$ cat config.mk
export PLATFORM = sky130hd
export DESIGN_NAME = inst_fetcher
export DESIGN_NICKNAME = d
export VERILOG_FILES = /design/src/rtl/inst_fetcher.sv
export SDC_FILE = /design/constraint.sdc
export NUM_CORES = 1
export LEC_CHECK = 0
export ABC_AREA = 1
export BUFFER_PORTS_ARGS = -buffer_cell sky130_fd_sc_hd__clkbuf_2
export CAP_MARGIN = 5
export CORE_ASPECT_RATIO = 0.9
export CORE_MARGIN = 1.5
export CORE_UTILIZATION = 30
export CTS_BUF_LIST = sky130_fd_sc_hd__clkbuf_4
export CTS_CLUSTER_DIAMETER = 30
export CTS_CLUSTER_SIZE = 8
export DETAILED_ROUTE_END_ITERATION = 12
export PLACE_DENSITY = 0.54
export SYNTH_ARGS = -nofsm -noshare
export SYNTH_HDL_FRONTEND = slang
export SYNTH_SLANG_ARGS = --single-unit
$ cat constraint.sdc
create_clock -name clk_in -period 5.32 [get_ports clk_in]
set_input_delay 1.064 -clock clk_in [delete_from_list [all_inputs] [get_ports clk_in]]
set_output_delay 1.064 -clock clk_in [all_outputs]
set_load 0.01 [all_outputs]
$ cat src/rtl/inst_fetcher.sv
`default_nettype none
// +----------------------------------------------------------------------+
// | inst_fetcher: single-outstanding instruction fetch stage feeding the  |
// | decoder; ROB flushes redirect pc and drain in-flight memory requests. |
// | Optional macro IFETCH_PERF_EN adds the _fetch_count handshake counter.|
// | Revision: 1.0                                                         |
// +----------------------------------------------------------------------+
module inst_fetcher (
  input  logic        clk_in,
  input  logic        rst_in,
  input  logic        rdy_in,
  output logic        _mem_req,
  output logic [31:0] _mem_addr,
  input  logic        _mem_ready,
  input  logic [31:0] _mem_data,
  output logic        _inst_ready_out,
  output logic [31:0] _inst_out,
  output logic [31:0] _inst_addr_out,
  input  logic        _dec_stall,
  input  logic [31:0] _next_pc,
  input  logic        _rob_clear,
  input  logic [31:0] _rob_target_pc,
  output logic        _clear_out
`ifdef IFETCH_PERF_EN
  ,
  output logic [31:0] _fetch_count
`endif
);

  localparam logic [1:0] IDLE  = 2'd0;
  localparam logic [1:0] FETCH = 2'd1;
  localparam logic [1:0] HOLD  = 2'd2;
  localparam logic [1:0] DRAIN = 2'd3;

  logic [1:0]  r_state;
  logic [31:0] r_pc;
  logic [31:0] r_inst;
  logic [31:0] r_inst_addr;
  logic        w_handshake;

  // A flush in the same cycle cancels the handshake: the held word is dropped.
  assign w_handshake     = rdy_in && (r_state == HOLD) && !_dec_stall && !_rob_clear;

  assign _mem_req        = (r_state == FETCH);
  assign _mem_addr       = {r_pc[31:2], 2'b00};
  assign _inst_ready_out = (r_state == HOLD);
  assign _inst_out       = r_inst;
  assign _inst_addr_out  = r_inst_addr;
  assign _clear_out      = _rob_clear;

  always_ff @(posedge clk_in or posedge rst_in) begin
    if (rst_in) begin
      r_state     <= IDLE;
      r_pc        <= 32'd0;
      r_inst      <= 32'd0;
      r_inst_addr <= 32'd0;
    end else if (rdy_in) begin
      if (_rob_clear) begin
        r_pc <= _rob_target_pc;
        case (r_state)
          IDLE:    r_state <= FETCH;
          // With no response yet, the old request is still in flight and must be drained.
          FETCH:   r_state <= _mem_ready ? FETCH : DRAIN;
          HOLD:    r_state <= FETCH;
          default: r_state <= DRAIN;
        endcase
      end else begin
        case (r_state)
          IDLE: r_state <= FETCH;
          FETCH: begin
            if (_mem_ready) begin
              r_inst      <= _mem_data;
              r_inst_addr <= r_pc;
              r_state     <= HOLD;
            end
          end
          HOLD: begin
            if (w_handshake) begin
              r_pc    <= _next_pc;
              r_state <= FETCH;
            end
          end
          default: begin
            if (_mem_ready) r_state <= FETCH;
          end
        endcase
      end
    end
  end

`ifdef IFETCH_PERF_EN
  logic [31:0] r_fetch_count;

  always_ff @(posedge clk_in or posedge rst_in) begin
    if (rst_in)           r_fetch_count <= 32'd0;
    else if (w_handshake) r_fetch_count <= r_fetch_count + 32'd1;
  end

  assign _fetch_count = r_fetch_count;
`endif

endmodule
`default_nettype wire

; Yosys cells after proc, flatten, opt, wreduce, memory -nomap -nowiden
; Cells that the tools add are included.
[totals]
ram_bits = 0
memories = 0
input_bits = 102
romBits = 0
regBits = 98
output_inout_bits = 99
word_cells = 32
latchBits = 0
[op_classes]
multipliers = 0
n_shift = 0
n_reduce_logical = 13
div_mod_pow = 0
n_addsub = 0
n_eq_ne = 4
bitwise = 1
muxes = 10
n_lt_le_gt_ge = 0
[op_table]
columns = cell, n
row1 = $mux 32, 3
row2 = $mux 2, 5
row3 = $reduce_and 4->1, 2
row4 = $ne 3x1->1 const B, 2
row5 = $pmux 2 s3, 1
row6 = $pmux 2 s2, 1
row7 = $reduce_bool 2->1, 2
row8 = $reduce_bool 4->1, 1
row9 = $logic_and 1x1->1, 3
row10 = $reduce_and 3->1, 1
row11 = $eq 2x1->1 const B, 1
row12 = $eq 2x2->1 const B, 1
row13 = $logic_not 1->1, 2
row14 = $logic_not 2->1, 1
row15 = $reduce_or 2->1, 1
row16 = $not 1->1, 1

; Longest topological paths before layout
; Gate-level depths: netlist (run 1).
[logic_depth]
ltp_word = 7
ltp_mapped = 8
ltp_nobuf = 7

; Worst setup path after synthesis (run 1)
; Ideal clock, no wire load.
[synth_timing]
path_kind = input port to output port
start = in _rob_clear
end = out _clear_out
setup_slack_ns = 3.073
arrival_ns = 1.183
n_path_buf = 1
path_stages = 1
required_time_ns = 4.256
cell_sequence = buf_4
[synth_rtl]
columns = element, line_no
row1 = "start, declared", 21  ; input logic _rob_clear,
row2 = "end, declared", 23  ; output logic _clear_out
; No word-level cell between the ends.

; Final worst setup path (run 1)
[layout_timing]
start = in _rob_clear
end = out _clear_out
; No word-level cell between the ends.

==> results of run 1 <==
cell usage after synthesis, drive strengths merged:
cell      n
buf      52
clkbuf   11
conb      1
dfrtp    98
inv       7
mux2i    32
nand2   169
nand3     3
nor2      3
nor3      1
o211ai    1
o21ai    97
worst max path at each step:
stage                                    to  cells after the start
after global placement        _inst_out[11]                      8
after CTS                        _clear_out                      3
after detailed placement           r_pc[22]                      6
after global routing             _clear_out                      3
after floorplan           _inst_addr_out[0]                      1
final                            _clear_out                      3
cells by family after synthesis:
kind of cell / synth area share
buffers and inverters: 0.1049
multiplexers: 0.07242
other: 0.0008478
AO/OA/AOI/OAI: 0.1115
AND/OR/NAND/NOR: 0.1559
flip-flops: 0.5545
cell type report:
type / instances / share of cell area
Sequential cell: 98 / 0.4526
Multi-Input combinational cell: 308 / 0.2787
Timing Repair Buffer: 204 / 0.1912
Tap cell: 193 / 0.04456
Clock inverter: 7 / 0.01524
Clock buffer: 9 / 0.01247
Inverter: 7 / 0.005311
registers in the layout, indices dropped and copies added, names as in the netlist:
register	count
_inst_addr_out	32
_inst_out	32
r_pc	32
r_state	2
critical path: cells and delay by family:
| family | cells | cell delay [ns] |
|---|---|---|
| buffers and inverters | 3 | 0.84 |
routing by layer:
metal  routed length, µm  global-route usage
met5                   0                   0
met4                 113             0.03503
met3                1069             0.05749
met2                5090              0.2376
met1                5014              0.1920
where the power goes:
group	switching (mW)	internal, mW
Clock	0.265	0.151
Combinational	0.452	0.311
Sequential	0.156	1.01
through the flow:
| step | area (µm²) | power, mW | instances |
|---|---|---|---|
| finish | 5419 | 2.344 | 826 |
| global route | 5419 | 2.543 | 826 |
| CTS | 5419 | 2.394 | 826 |
| detailed placement | 5269 | 1.966 | 810 |
| global placement | 5269 | 1.939 | 810 |
| floorplan | 4427 | 1.608 | 476 |
==> metrics.md, run 1 <==
| Metric | Value |
|---|---|
| Per-cell routed wire length | `13.66 µm` |
| Peak supply drop | `0.1384 mV` |
| RSZ-0062 raised after global routing | `false` |
| Type of destination of the critical path | `output port` |
| Cell type with the largest total area after synthesis | `sky130_fd_sc_hd__dfrtp_1` |
| Floorplan die width | `131.0 µm` |
| Die span in y | `118.2 µm` |
| Cell depth of the worst hold path | `2` |
| Initial antenna violation count | `0` |
| Root Buffer | `sky130_fd_sc_hd__clkbuf_4` |
| Initial Util | `0.3113` |
| Worst Tran Pin Value | `0.9537 ns` |
| Floorplan core area | `14210 µm²` |
| Count of antenna diodes in the layout | `0` |
| Finish-stage setup viols | `0` |
| Most prevalent standard cell on the critical path | `sky130_fd_sc_hd__clkbuf_2` |
| Main area contributors after synthesis | `sky130_fd_sc_hd__dfrtp_1 55%, sky130_fd_sc_hd__nand2_1 14%, sky130_fd_sc_hd__o21ai_0 9.2%` |
| Proportion of synthesized chip area in sequential cells | `0.5545` |
| Critical path launch point | `_rob_clear` |
| Via density per instance | `4.407` |
| Storage element area | `2452 µm²` |
| Fill cells | `1465` |
| Arrival time reported for the critical path endpoint | `1.92 ns` |
| Final number of hold-violating endpoints | `0` |
| Top library cells by usage in the layout, fill and taps aside | `198 x sky130_fd_sc_hd__clkbuf_2, 167 x sky130_fd_sc_hd__nand2_1, 98 x sky130_fd_sc_hd__dfrtp_1, 81 x sky130_fd_sc_hd__o21ai_0, 32 x sky130_fd_sc_hd__mux2i_1` |
| GRT Util Overall | `0.1498` |
| Final worst path period share | `0.5600` |
| Number of hold buffers added after cts | `0` |
| Hold wc startpoint | `_inst_addr_out[26]` |
| Critical-path top delay cell | `sky130_fd_sc_hd__buf_4` |
| Number of nets at the end of the flow | `730` |
| Max frequency | `335.7 MHz` |
| Routability cong. | `0.7475` |
| Die ar. | `15480 µm²` |
| Worst clock skew on the final layout | `0.02126 ns` |
| End point of the most critical hold path | `_inst_addr_out[26]` |
| Remaining Overflow, GRT | `0` |
| Worst hold slack across all endpoints | `0.4998 ns` |
| Most common cell after layout, fill and taps aside | `sky130_fd_sc_hd__clkbuf_2` |
| Number of post-CTS setup repair buffers | `0` |
| Power per cell area | `432.6 nW/µm²` |
| Detailed placement HPWL | `8039 µm` |
| Total number of clock tree sinks | `98` |
| Post-Route Setup TNS | `0 ns` |
| Residual DRC | `0` |
| Outcome | `finished clean` |
| Final design utilization | `0.3814` |
| Max stage delay on crit path | `0.49 ns` |
| 1st-iter DRT viols | `217` |
| Static Leakage | `3.020 nW` |
| Synthesized cell area | `4423 µm²` |
| Clock-pin slew on the worst setup and hold paths | `0.16 ns` |
| Final setup slack of the worst path | `2.341 ns` |
| Area taken by multi-input logic gates | `1510 µm²` |
| Required time reported for the critical path endpoint | `4.26 ns` |
| Number of different library cells in the post-synthesis netlist | `19` |
| Sort of element at the start of the critical path | `primary input` |
| Quantity of I/O buffers inserted on ports | `198` |
| Cells on worst reg2reg path | `7` |
| Avg Inst Size Synth | `9.312 µm²` |
| Number of global-route vias before repair | `3560` |
| CP cell instances | `clkbuf_2 -> buf_4 -> clkbuf_2` |
| Fraction of final layout cells sized beyond drive strength 1 | `0.3570` |
| Flop and latch count out of synthesis | `98` |
| Share of the synthesized area in the top cell type | `0.5545` |
| Number of warnings issued by yosys | `0` |
| Clock buffer count from CTS | `9` |
| Largest net degree at the start of global routing | `67` |
| RR Startpoint | `r_state[1]` |
| Post-synthesis cell count | `475` |
| Clock latency on the worst-skew pair | `0.45 ns` |
| First-pass GRT wire length | `17860 µm` |
| Final WL | `11290 µm` |
| Ports | `201` |
| Via Count | `3640` |
| Detail Route Antenna Nets | `0` |
| Number of max-slew violations in the final report | `0` |
| H-Tree Level Count | `3` |
| Kind of path behind the tightest hold check | `reg2reg` |
| CTS tree | `yes` |
| First drt pass iteration count | `4` |
| Number of gates resized after CTS | `0` |
| Tightest slew margin relative to the limit | `0.3619` |
| Time the worst path needs with I/O delays and setup | `2.979 ns` |
| Crit Path Max Fanout | `35` |
| P&R area growth vs syn | `22.52%` |
| Place WS | `2.237 ns` |
| Reg2Reg Setup Slack | `3.07 ns` |
| Count of maximum capacitance violations | `0` |
| Floorplan row count | `41` |
| Number of buffers on the longest clock path | `2` |
| Crit path kind | `in2out` |
| Critical R2R Capture | `_inst_out[7]` |
Power figures use the tool's default switching activity.
==> run 2, diff against run 1 <==
==> constraint.sdc (replaced) <==
create_clock -name clk_in -period 2.86 [get_ports clk_in]
set_input_delay 0.572 -clock clk_in [delete_from_list [all_inputs] [get_ports clk_in]]
set_output_delay 0.572 -clock clk_in [all_outputs]
set_load 0.01 [all_outputs]
==> metrics.md, run 2 (synthesis gave the netlist of run 1 again) <==
| Metric | Value |
|---|---|
| Count of maximum capacitance violations | `0 (unchanged)` |
| Crit path kind | `in2out (unchanged)` |
| Die span in y | `118.2 µm (unchanged)` |
| Finish-stage setup viols | `0 (unchanged)` |
| Storage element area | `2452 µm² (unchanged)` |
| Via Count | `3590 (was 3640)` |
| Number of post-CTS setup repair buffers | `0 (unchanged)` |
| Most common cell after layout, fill and taps aside | `sky130_fd_sc_hd__clkbuf_2 (unchanged)` |
| Place WS | `0.8408 ns (was 2.237 ns)` |
| Clock-pin slew on the worst setup and hold paths | `0.16 ns (about the same)` |
| Switching power share of the total | `0.3620 (was 0.3729)` |
| Per-cell routed wire length | `13.56 µm (was 13.66 µm)` |
| Fill cells | `1463 (was 1465)` |
| Number of buffers on the longest clock path | `2 (unchanged)` |
| Time the worst path needs with I/O delays and setup | `2.011 ns` |
| Clock buffer count from CTS | `9 (unchanged)` |
| Cells on worst reg2reg path | `5 (was 7)` |
| Outcome | `finished clean (unchanged)` |
| Top library cells by usage in the layout, fill and taps aside | `198 x sky130_fd_sc_hd__clkbuf_2, 167 x sky130_fd_sc_hd__nand2_1, 98 x sky130_fd_sc_hd__dfrtp_1, 81 x sky130_fd_sc_hd__o21ai_0, 32 x sky130_fd_sc_hd__mux2i_1 (unchanged)` |
| Number of hold buffers added after cts | `0 (unchanged)` |
| First drt pass iteration count | `4 (unchanged)` |
| Routability cong. | `0.7198 (was 0.7475)` |
| Area taken by multi-input logic gates | `1510 µm² (unchanged)` |
| Sequential Power Share | `0.493 (was 0.497)` |
| 1st-iter DRT viols | `121 (was 217)` |
| Sort of element at the start of the critical path | `primary input (unchanged)` |
| Number of nets at the end of the flow | `731 (was 730)` |
| Switching power | `1.595 mW (was 874.0 µW)` |
| Ports | `201 (unchanged)` |
| Number of max-slew violations in the final report | `0 (unchanged)` |
| Final setup slack of the worst path | `0.8491 ns (was 2.341 ns)` |
| First-pass GRT wire length | `17780 µm (was 17860 µm)` |
| Kind of path behind the tightest hold check | `in2async (was reg2reg)` |
| Required time reported for the critical path endpoint | `2.29 ns (was 4.26 ns)` |
| Initial Util | `0.3113 (unchanged)` |
| CTS tree | `yes (unchanged)` |
| H-Tree Level Count | `3 (unchanged)` |
| Total number of clock tree sinks | `98 (unchanged)` |
| Quantity of I/O buffers inserted on ports | `198 (unchanged)` |
| Worst clock skew on the final layout | `0.01992 ns (was 0.02126 ns)` |
| Initial antenna violation count | `0 (unchanged)` |
| Final design utilization | `0.3836 (was 0.3814)` |
| GRT Util Overall | `0.1496 (was 0.1498)` |
| Final number of hold-violating endpoints | `0 (unchanged)` |
| Largest net degree at the start of global routing | `99 (was 67)` |
| Root Buffer | `sky130_fd_sc_hd__clkbuf_4 (unchanged)` |
| Floorplan row count | `41 (unchanged)` |
| Clock power share | `0.186 (was 0.178)` |
| Post-Route Setup TNS | `0 ns (unchanged)` |
| Via density per instance | `4.341 (was 4.407)` |
| Count of antenna diodes in the layout | `0 (unchanged)` |
| Floorplan core area | `14210 µm² (unchanged)` |
| Final worst path period share | `0.7031` |
| Worst hold slack across all endpoints | `0.2326 ns (was 0.4998 ns)` |
| Detailed placement HPWL | `8037 µm (was 8039 µm)` |
| Tightest slew margin relative to the limit | `0.6259 (was 0.3619)` |
| Max frequency | `497.3 MHz` |
| Crit Path Max Fanout | `34 (was 35)` |
| Remaining Overflow, GRT | `0 (unchanged)` |
| Clock latency on the worst-skew pair | `0.47 ns (was 0.45 ns)` |
| Static Leakage | `3.031 nW (was 3.020 nW)` |
| Number of gates resized after CTS | `0 (unchanged)` |
| Detail Route Antenna Nets | `0 (unchanged)` |
| Internal Dissipation | `2.811 mW (was 1.470 mW)` |
| Power per cell area | `808.4 nW/µm² (was 432.6 nW/µm²)` |
| Residual DRC | `0 (unchanged)` |
| Final WL | `11210 µm (was 11290 µm)` |
| Number of global-route vias before repair | `3434 (was 3560)` |
| Arrival time reported for the critical path endpoint | `1.44 ns (was 1.92 ns)` |
| Die ar. | `15480 µm² (unchanged)` |
| Fraction of final layout cells sized beyond drive strength 1 | `0.3549 (was 0.3570)` |
| Gate power share | `0.321 (was 0.326)` |
| P&R area growth vs syn | `23.22% (was 22.52%)` |
| Floorplan die width | `131.0 µm (unchanged)` |
| Worst Tran Pin Value | `0.5611 ns (was 0.9537 ns)` |
| Type of destination of the critical path | `output port (unchanged)` |
| RSZ-0062 raised after global routing | `false (unchanged)` |
| Peak supply drop | `0.2632 mV (was 0.1384 mV)` |
-- run 2: critical path: stages --
cell                       delay (ns)
sky130_fd_sc_hd__clkbuf_2        0.13
sky130_fd_sc_hd__buf_4           0.49
sky130_fd_sc_hd__clkbuf_2        0.24
-- run 2: through the flow --
| step | instances | cell area, µm² | power [mW] |
|---|---|---|---|
| floorplan | 476 | 4431 | 2.991 |
| global placement | 811 | 5290 | 3.607 |
| detailed placement | 811 | 5290 | 3.654 |
| CTS | 827 | 5450 | 4.491 |
| global route | 827 | 5450 | 4.773 |
| finish | 827 | 5450 | 4.406 |
-- run 2: cell type report --
type                            count  share of cell area
Clock buffer                        9             0.01240
Clock inverter                      7             0.01699
Inverter                            7            0.005510
Multi-Input combinational cell    308              0.2771
Sequential cell                    98              0.4500
Tap cell                          193             0.04431
Timing Repair Buffer              205              0.1938
-- run 2: worst paths after layout --
check	start	end	slack, ns
min in group clk_in	_mem_data[27]	_inst_out[27]	0.31
worst max-delay path	_rob_clear	_clear_out	0.85
worst max register to register	r_state[1]	_inst_out[6]	1.07
max in group asynchronous	rst_in	r_pc[17]	2.26
worst min-delay path	rst_in	r_pc[0]	0.23
worst min register to register	_inst_addr_out[29]	_inst_addr_out[29]	0.50
-- run 2: layer usage --
| metal | GRT usage | share of wire | wire (µm) |
|---|---|---|---|
| met1 | 0.1969 | 0.47 | 5282 |
| met2 | 0.2313 | 0.45 | 5010 |
| met4 | 0.03365 | 0.0047 | 53 |
| met5 | 0 | 0 | 0 |
| met3 | 0.05840 | 0.077 | 863 |
-- run 2: power by group through the flow --
stage / combinational (mW) / sequential, mW / clock (mW)
finish: 1.41 / 2.17 / 0.820
global route: 1.61 / 2.24 / 0.926
CTS: 1.45 / 2.18 / 0.866
detailed placement: 1.45 / 2.20 / 0
global placement: 1.43 / 2.18 / 0
floorplan: 0.645 / 2.35 / 0
